<file path="src/rtl/mm_round_ctrl_if.sv">
// Player/generator/display signal bundle for the Memory Matrix round controller.
// The master side (player logic, generator, bench) drives requests; the controller is the slave.
interface mm_round_ctrl_if #(
    parameter int unsigned CELLS = 8,
    parameter int unsigned IDX_W = 3
);
    logic             start;
    logic             gen_req;
    logic             board_valid;
    logic [CELLS-1:0] board;
    logic             cell_valid;
    logic [IDX_W-1:0] cell_idx;
    logic [CELLS-1:0] disp;
    logic             hit;
    logic             miss;
    logic             round_done;
    logic             game_over;
    logic [7:0]       score;
    logic [3:0]       level;
    logic [1:0]       lives;

    modport master (
        output start, board_valid, board, cell_valid, cell_idx,
        input  gen_req, disp, hit, miss, round_done, game_over, score, level, lives
    );

    modport slave (
        input  start, board_valid, board, cell_valid, cell_idx,
        output gen_req, disp, hit, miss, round_done, game_over, score, level, lives
    );
endinterface

</file>
<file path="src/rtl/mm_round_ctrl.sv">
// Memory Matrix round sequencer: fetch a board, show it, score guesses, advance level or end game.
// gen_req and disp decode the registered state; every other output is a register.
module mm_round_ctrl #(
    parameter int unsigned CELLS       = 8,
    parameter int unsigned IDX_W       = 3,
    parameter int unsigned SHOW_CYCLES = 16,
    parameter int unsigned MAX_LIVES   = 3
) (
    input  logic            clk,
    input  logic            reset,
    mm_round_ctrl_if.slave  bus
);
    localparam int unsigned CNT_W  = (SHOW_CYCLES > 1) ? $clog2(SHOW_CYCLES) : 1;
    localparam int unsigned IDX_XW = IDX_W + 1;

    typedef enum logic [2:0] {
        S_IDLE,
        S_GEN,
        S_SHOW,
        S_PLAY,
        S_WIN,
        S_OVER
    } state_t;

    state_t           r_state;
    state_t           w_next;
    logic [CELLS-1:0] r_board;
    logic [CELLS-1:0] r_found;
    logic [CNT_W-1:0] r_cnt;
    logic [7:0]       r_score;
    logic [3:0]       r_level;
    logic [1:0]       r_lives;
    logic             r_hit;
    logic             r_miss;
    logic             r_round_done;
    logic             r_game_over;

    logic             w_gen_req;
    logic [CELLS-1:0] w_disp;
    logic             w_start_game;
    logic             w_take_board;
    logic             w_idx_ok;
    logic             w_guess;
    logic [CELLS-1:0] w_bit;
    logic [CELLS-1:0] w_found_add;
    logic             w_new_hit;
    logic             w_wrong;

    // Guess qualification: indices past the board are dropped silently.
    assign w_start_game = bus.start && ((r_state == S_IDLE) || (r_state == S_OVER));
    assign w_take_board = (r_state == S_GEN) && bus.board_valid && (|bus.board);
    assign w_idx_ok     = ({1'b0, bus.cell_idx} < IDX_XW'(CELLS));
    assign w_guess      = (r_state == S_PLAY) && bus.cell_valid && w_idx_ok;
    assign w_bit        = CELLS'(1) << bus.cell_idx;
    assign w_found_add  = r_found | w_bit;
    assign w_new_hit    = w_guess && (|(r_board & w_bit)) && !(|(r_found & w_bit));
    assign w_wrong      = w_guess && !(|(r_board & w_bit));

    always_ff @(posedge clk) begin
        if (!reset) begin
            r_state <= S_IDLE;
        end else begin
            r_state <= w_next;
        end
    end

    always_comb begin
        w_next    = r_state;
        w_gen_req = 1'b0;
        w_disp    = '0;
        case (r_state)
            S_IDLE: begin
                if (bus.start) w_next = S_GEN;
            end
            S_GEN: begin
                w_gen_req = 1'b1;
                if (w_take_board) w_next = S_SHOW;
            end
            S_SHOW: begin
                w_disp = r_board;
                if (r_cnt == '0) w_next = S_PLAY;
            end
            S_PLAY: begin
                w_disp = r_found;
                if (w_new_hit && (w_found_add == r_board)) begin
                    w_next = S_WIN;
                end else if (w_wrong && (r_lives == 2'd1)) begin
                    w_next = S_OVER;
                end
            end
            S_WIN: begin
                w_next = S_GEN;
            end
            S_OVER: begin
                if (bus.start) w_next = S_GEN;
            end
            default: begin
                w_next = S_IDLE;
            end
        endcase
    end

    // Round/game bookkeeping and registered pulses.
    always_ff @(posedge clk) begin
        if (!reset) begin
            r_board      <= '0;
            r_found      <= '0;
            r_cnt        <= '0;
            r_score      <= '0;
            r_level      <= '0;
            r_lives      <= 2'(MAX_LIVES);
            r_hit        <= 1'b0;
            r_miss       <= 1'b0;
            r_round_done <= 1'b0;
            r_game_over  <= 1'b0;
        end else begin
            r_hit        <= w_new_hit;
            r_miss       <= w_wrong;
            r_round_done <= (w_next == S_WIN);
            r_game_over  <= (w_next == S_OVER);
            if (w_start_game) begin
                r_score <= '0;
                r_level <= '0;
                r_found <= '0;
                r_lives <= 2'(MAX_LIVES);
            end
            if (w_take_board) begin
                r_board <= bus.board;
                r_found <= '0;
                r_cnt   <= CNT_W'(SHOW_CYCLES - 1);
            end
            if ((r_state == S_SHOW) && (r_cnt != '0)) begin
                r_cnt <= r_cnt - CNT_W'(1);
            end
            if (w_new_hit) begin
                r_found <= w_found_add;
                if (r_score != 8'hFF) r_score <= r_score + 8'd1;
            end
            if (w_wrong) begin
                r_lives <= r_lives - 2'd1;
            end
            if ((r_state == S_WIN) && (r_level != 4'hF)) begin
                r_level <= r_level + 4'd1;
            end
        end
    end

    assign bus.gen_req    = w_gen_req;
    assign bus.disp       = w_disp;
    assign bus.hit        = r_hit;
    assign bus.miss       = r_miss;
    assign bus.round_done = r_round_done;
    assign bus.game_over  = r_game_over;
    assign bus.score      = r_score;
    assign bus.level      = r_level;
    assign bus.lives      = r_lives;
endmodule

</file>
<file path="src/flat_wrapper.sv">
// flat-port wrapper written by rule: the top's interface ports become plain ports
module mm_round_ctrl_flat 
#(
    parameter int unsigned CELLS       = 8,
    parameter int unsigned IDX_W       = 3,
    parameter int unsigned SHOW_CYCLES = 16,
    parameter int unsigned MAX_LIVES   = 3
)
  (clk, reset, bus_start, bus_board_valid, bus_board, bus_cell_valid, bus_cell_idx, bus_gen_req, bus_disp, bus_hit, bus_miss, bus_round_done, bus_game_over, bus_score, bus_level, bus_lives);
  mm_round_ctrl_if #(.CELLS(CELLS), .IDX_W(IDX_W)) bus_i ();
  input  logic clk;
  input  logic reset;
  input wire logic [$bits(bus_i.start)-1:0] bus_start;
  input wire logic [$bits(bus_i.board_valid)-1:0] bus_board_valid;
  input wire logic [$bits(bus_i.board)-1:0] bus_board;
  input wire logic [$bits(bus_i.cell_valid)-1:0] bus_cell_valid;
  input wire logic [$bits(bus_i.cell_idx)-1:0] bus_cell_idx;
  output wire logic [$bits(bus_i.gen_req)-1:0] bus_gen_req;
  output wire logic [$bits(bus_i.disp)-1:0] bus_disp;
  output wire logic [$bits(bus_i.hit)-1:0] bus_hit;
  output wire logic [$bits(bus_i.miss)-1:0] bus_miss;
  output wire logic [$bits(bus_i.round_done)-1:0] bus_round_done;
  output wire logic [$bits(bus_i.game_over)-1:0] bus_game_over;
  output wire logic [$bits(bus_i.score)-1:0] bus_score;
  output wire logic [$bits(bus_i.level)-1:0] bus_level;
  output wire logic [$bits(bus_i.lives)-1:0] bus_lives;
  assign bus_i.start = bus_start;
  assign bus_i.board_valid = bus_board_valid;
  assign bus_i.board = bus_board;
  assign bus_i.cell_valid = bus_cell_valid;
  assign bus_i.cell_idx = bus_cell_idx;
  assign bus_gen_req = bus_i.gen_req;
  assign bus_disp = bus_i.disp;
  assign bus_hit = bus_i.hit;
  assign bus_miss = bus_i.miss;
  assign bus_round_done = bus_i.round_done;
  assign bus_game_over = bus_i.game_over;
  assign bus_score = bus_i.score;
  assign bus_level = bus_i.level;
  assign bus_lives = bus_i.lives;
  mm_round_ctrl #(.CELLS(CELLS), .IDX_W(IDX_W), .SHOW_CYCLES(SHOW_CYCLES), .MAX_LIVES(MAX_LIVES)) u_core (.clk(clk), .reset(reset), .bus(bus_i));
endmodule
</file>
<file path="config.mk">
export PLATFORM = sky130hd
export DESIGN_NAME = mm_round_ctrl_flat
export DESIGN_NICKNAME = d
export VERILOG_FILES = /design/src/rtl/mm_round_ctrl_if.sv /design/src/rtl/mm_round_ctrl.sv /design/src/flat_wrapper.sv
export SDC_FILE = /design/constraint.sdc
export NUM_CORES = 1
export LEC_CHECK = 0
export ABC_CLOCK_PERIOD_IN_PS = 1900
export BUFFER_PORTS_ARGS = -buffer_cell sky130_fd_sc_hd__buf_2
export CAP_MARGIN = 0
export CORE_ASPECT_RATIO = 1.25
export CORE_MARGIN = 5
export CORE_UTILIZATION = 30
export CTS_BUF_LIST = sky130_fd_sc_hd__clkbuf_2 sky130_fd_sc_hd__clkbuf_4 sky130_fd_sc_hd__clkbuf_8
export CTS_CLUSTER_SIZE = 30
export DETAILED_ROUTE_END_ITERATION = 16
export PLACE_DENSITY_LB_ADDON = 0.05
export SYNTH_ARGS = -nofsm -noshare
export SYNTH_HDL_FRONTEND = slang
export SYNTH_SLANG_ARGS = --single-unit
</file>
<file path="constraint.sdc">
create_clock -name clk -period 1.9 [get_ports clk]
set_input_delay 0.095 -clock clk [delete_from_list [all_inputs] [get_ports clk]]
set_output_delay 0.095 -clock clk [all_outputs]
set_load 0.02 [all_outputs]
</file>
==> reports/metrics.yaml <==
status: "finished, violations left"
violations: "setup timing"
root_buffer: "clkbuf_8"
final_area_sq_um: 3250
grt_max_degree: 22
fin_worst_skew_ps: 7.07
yosysWarnings: 0
antenna_cells: 0
async_flop_share_pct: 0
max_stage_delay_ps: 540
r2r_cells: 6
final_cell_count_no_fill: 466
die-height_microns: 109
peakVddDrop_mv: 0.240
hold_violations: 0
path_cells: "mux2_4 -> and3_1 -> a311o_1 -> or4b_4 -> a31oi_4 -> nor2b_1"
cp_slowest_cell: "or4b_4"
required_ps: 2140
port_buffers: 42
path_class: "flop to flop"
p_int_uw: 1360
die_area_sq_um: 9750
end_kind: "flop"
fmaxAchievable_ghz: 0.496
combPwrFrac_pct: 18.4
overflow: 0
ctsHoldBuffers: 0
worstHoldPathType: "primary input to flop"
final-seq-area_sq_um: 826
dpl_cell_area_sq_um: 3030
nets: 390
synth_nets: 307
nFillCells: 842
synth-seq-area-share_pct: 34.8
maxCapViolCount: 0
antenna_left: 0
clkTransAtPathRegs_ps: 80
drt-total-wl_microns: 7650
fp.dieW_microns: 89.3
dp_cells: 457
clock_latency_ps: 300
critPathLaunchType: "flop"
rr_endpoint: "u_core.bus.game_over"
hold_path_depth: 3
multi_input_area_sq_um: 1540
dp_hpwl_microns: 5780
areaGrowthSynthToFinish_pct: 37.5
clock_path_buffers: 2
drive_gt1_share_pct: 35.8
syn_avg_cell_area_sq_um: 8.22
min_from: "bus_board[6]"
layout_worst_path_cycle_share_pct: 106
numCtsBuffers: 5
holdPathEnd: "u_core.r_board[6]"
cellLeakagePower_uw: 0.00138
drc: 0
grt_pass1_wl_microns: 12100
wire_per_inst_microns: 16.4
slew_headroom_pct: 71.0
yosys.cell_types.count: 57
gp_congestion: 0.883
clock_sinks: 41
seqPwrFrac_pct: 47.8
synth_edf_count: 0
viasPerCell: 5.19
pin_count: 43
setup_viol: 6
arrival_ps: 2250
clockPowerShare_pct: 33.8
firstDrtPassIters: 4
switching_share_pct: 27.9
crit_fanout: 5
slew_violations: 0
grt_use_total_pct: 16.2
coreArea_sq_um: 7750
htree_levels: 2
num_rows: 36
synth-seq-cells: 41
finalSetupTns_ps: -432
rsz0062_at_grt: "true"
worst_slew_pin_slew_ps: 435
fin_crit_ps: 2010
rrSetupSlack_ps: -110
worstReg2RegStart: "u_core.r_board[4]"
p_switching_uw: 527
antenna_found_initial: 0
vias: 2418
synthCells: 287
start_util_pct: 30.5
grt_pass1_vias: 2453
setup_slack_ps: -114
cts_tree: "yes"
synthesis.area_sq_um: 2360
p_per_area_nw_per_um2: 582
drtIter0Drc: 59
ys.flop_type: "dfxtp_1"
[how the worst max path moves through the flow]
stage,from,endpoint,slack [ps]
after global placement,bus_cell_idx[2],u_core.bus.game_over,-190
after global routing,u_core.r_board[4],u_core.bus.game_over,-190
final,u_core.r_board[4],u_core.bus.game_over,-110
after CTS,u_core.r_board[4],u_core.bus.game_over,-130
after detailed placement,bus_cell_idx[1],u_core.bus.game_over,-190
after floorplan,u_core.r_board[4],u_core.bus.game_over,-30
[through the flow]
| step | setup slack (ps) | util [%] | hold slack (ps) | power, uW |
|---|---|---|---|---|
| global placement | -186 | 39.1 | 361 | 1260 |
| finish | -114 | 41.9 | 52.9 | 1890 |
| detailed placement | -192 | 39.1 | 362 | 1260 |
| floorplan | -33.7 | - | 235 | 1110 |
| CTS | -127 | 40.7 | 50.8 | 1910 |
| global route | -192 | 41.9 | 58.8 | 1990 |
[timing repair]
action	CTS	global route
pin swaps	1	8
gates cloned	0	1
setup endpoints to repair	17	26
setup buffers	0	1
gates resized for setup	10	17
[state kept, by name (all words and copies together) (netlist names)]
register,cells
u_core.bus.round_done,1
u_core.r_found,8
u_core.bus.level,4
u_core.bus.lives,2
u_core.bus.score,8
u_core.bus.hit,1
u_core.r_state,3
u_core.bus.game_over,1
u_core.bus.miss,1
u_core.r_cnt,4
u_core.r_board,8
[per-layer routing]
metal  routed length, microns  global-route usage (%)  vias to the layer above  part of all wire [%]
li1                         -                       -                     1232                     -
met1                     3370                    19.2                     1120                    44
met2                     3850                    28.5                       50                    50
met3                      234                    2.65                       16                   3.1
met4                      192                    6.28                        0                   2.5
met5                        0                       0                        -                     0
[cell families (layout without fill, tap and decap cells)]
group | Yosys count | after routing | share of synthesized area [%]
AO/OA/AOI/OAI | 81 | 81 | 25.2
XOR/XNOR | 5 | 5 | 1.86
AND/OR/NAND/NOR | 124 | 124 | 28.4
adder cells (fa/ha/maj) | 4 | 4 | 2.12
buffers and inverters | 25 | 109 | 4.56
flip-flops | 41 | 41 | 34.8
multiplexers | 7 | 7 | 3.13
[final cells by class]
class,count,area share (%)
Tap cell,95,3.66
Inverter,7,0.810
Multi-Input combinational cell,221,47.3
Clock inverter,1,0.154
Timing Repair Buffer,94,19.6
Sequential cell,41,25.4
Clock buffer,7,2.97
[cells in the mapped netlist, drive strengths merged (4+ instances only)]
cell    instances  area share, %
nor2           29            4.6
nand3b          5            1.6
a21oi          20            4.2
mux2i           4            1.7
nand2          17            2.7
clkbuf         12            1.9
dfxtp          41             35
and2           10            2.7
a211oi          5            1.6
a31oi           7            2.5
o211ai          6            1.9
xnor2           4            1.5
nor3            6            1.3
and3            5            1.3
nor2b           9            2.4
buf             6            1.5
o21ai           8            1.7
a41oi           4            1.5
ha              4            2.1
a221oi          5            1.9
inv             7            1.1
or3             6            1.6
nand3          20            4.2
a22o           10            3.7
[worst max-delay path, delay by kind of cell (launching register included)]
family,cells,cell delay [ps]
AOI/OAI and AO/OA,2,560
DFF,1,330
muxes,1,260
and+or+nand+nor,3,830
[power by group through the flow]
stage,sequential [uW],combinational [uW],clock (uW)
after floorplan,920,194,0
after global placement,923,338,0
after detailed placement,923,337,0
after CTS,902,343,663
after global routing,906,389,701
final,903,349,639
[cell usage in the layout, fill, tap and decap left out, types with 3 or more instances in the layout]
cell,n
a31oi_4,3
buf_2,42
a221oi_1,4
a22o_1,10
buf_6,3
o21ai_0,6
nand2b_1,3
or3b_2,3
buf_4,47
dfxtp_2,4
inv_1,7
mux2i_1,4
ha_1,4
nand3_1,20
dfxtp_1,37
and3_1,5
a211oi_1,5
clkbuf_8,7
nor2b_1,7
a31oi_1,4
xnor2_1,4
nand2_1,17
a41oi_2,3
nand3b_1,5
nor2_1,29
or3_1,6
a21oi_1,19
o211ai_1,6
nor3_1,5
and2_1,9
Note: power is estimated with default switching activity, not from simulation.
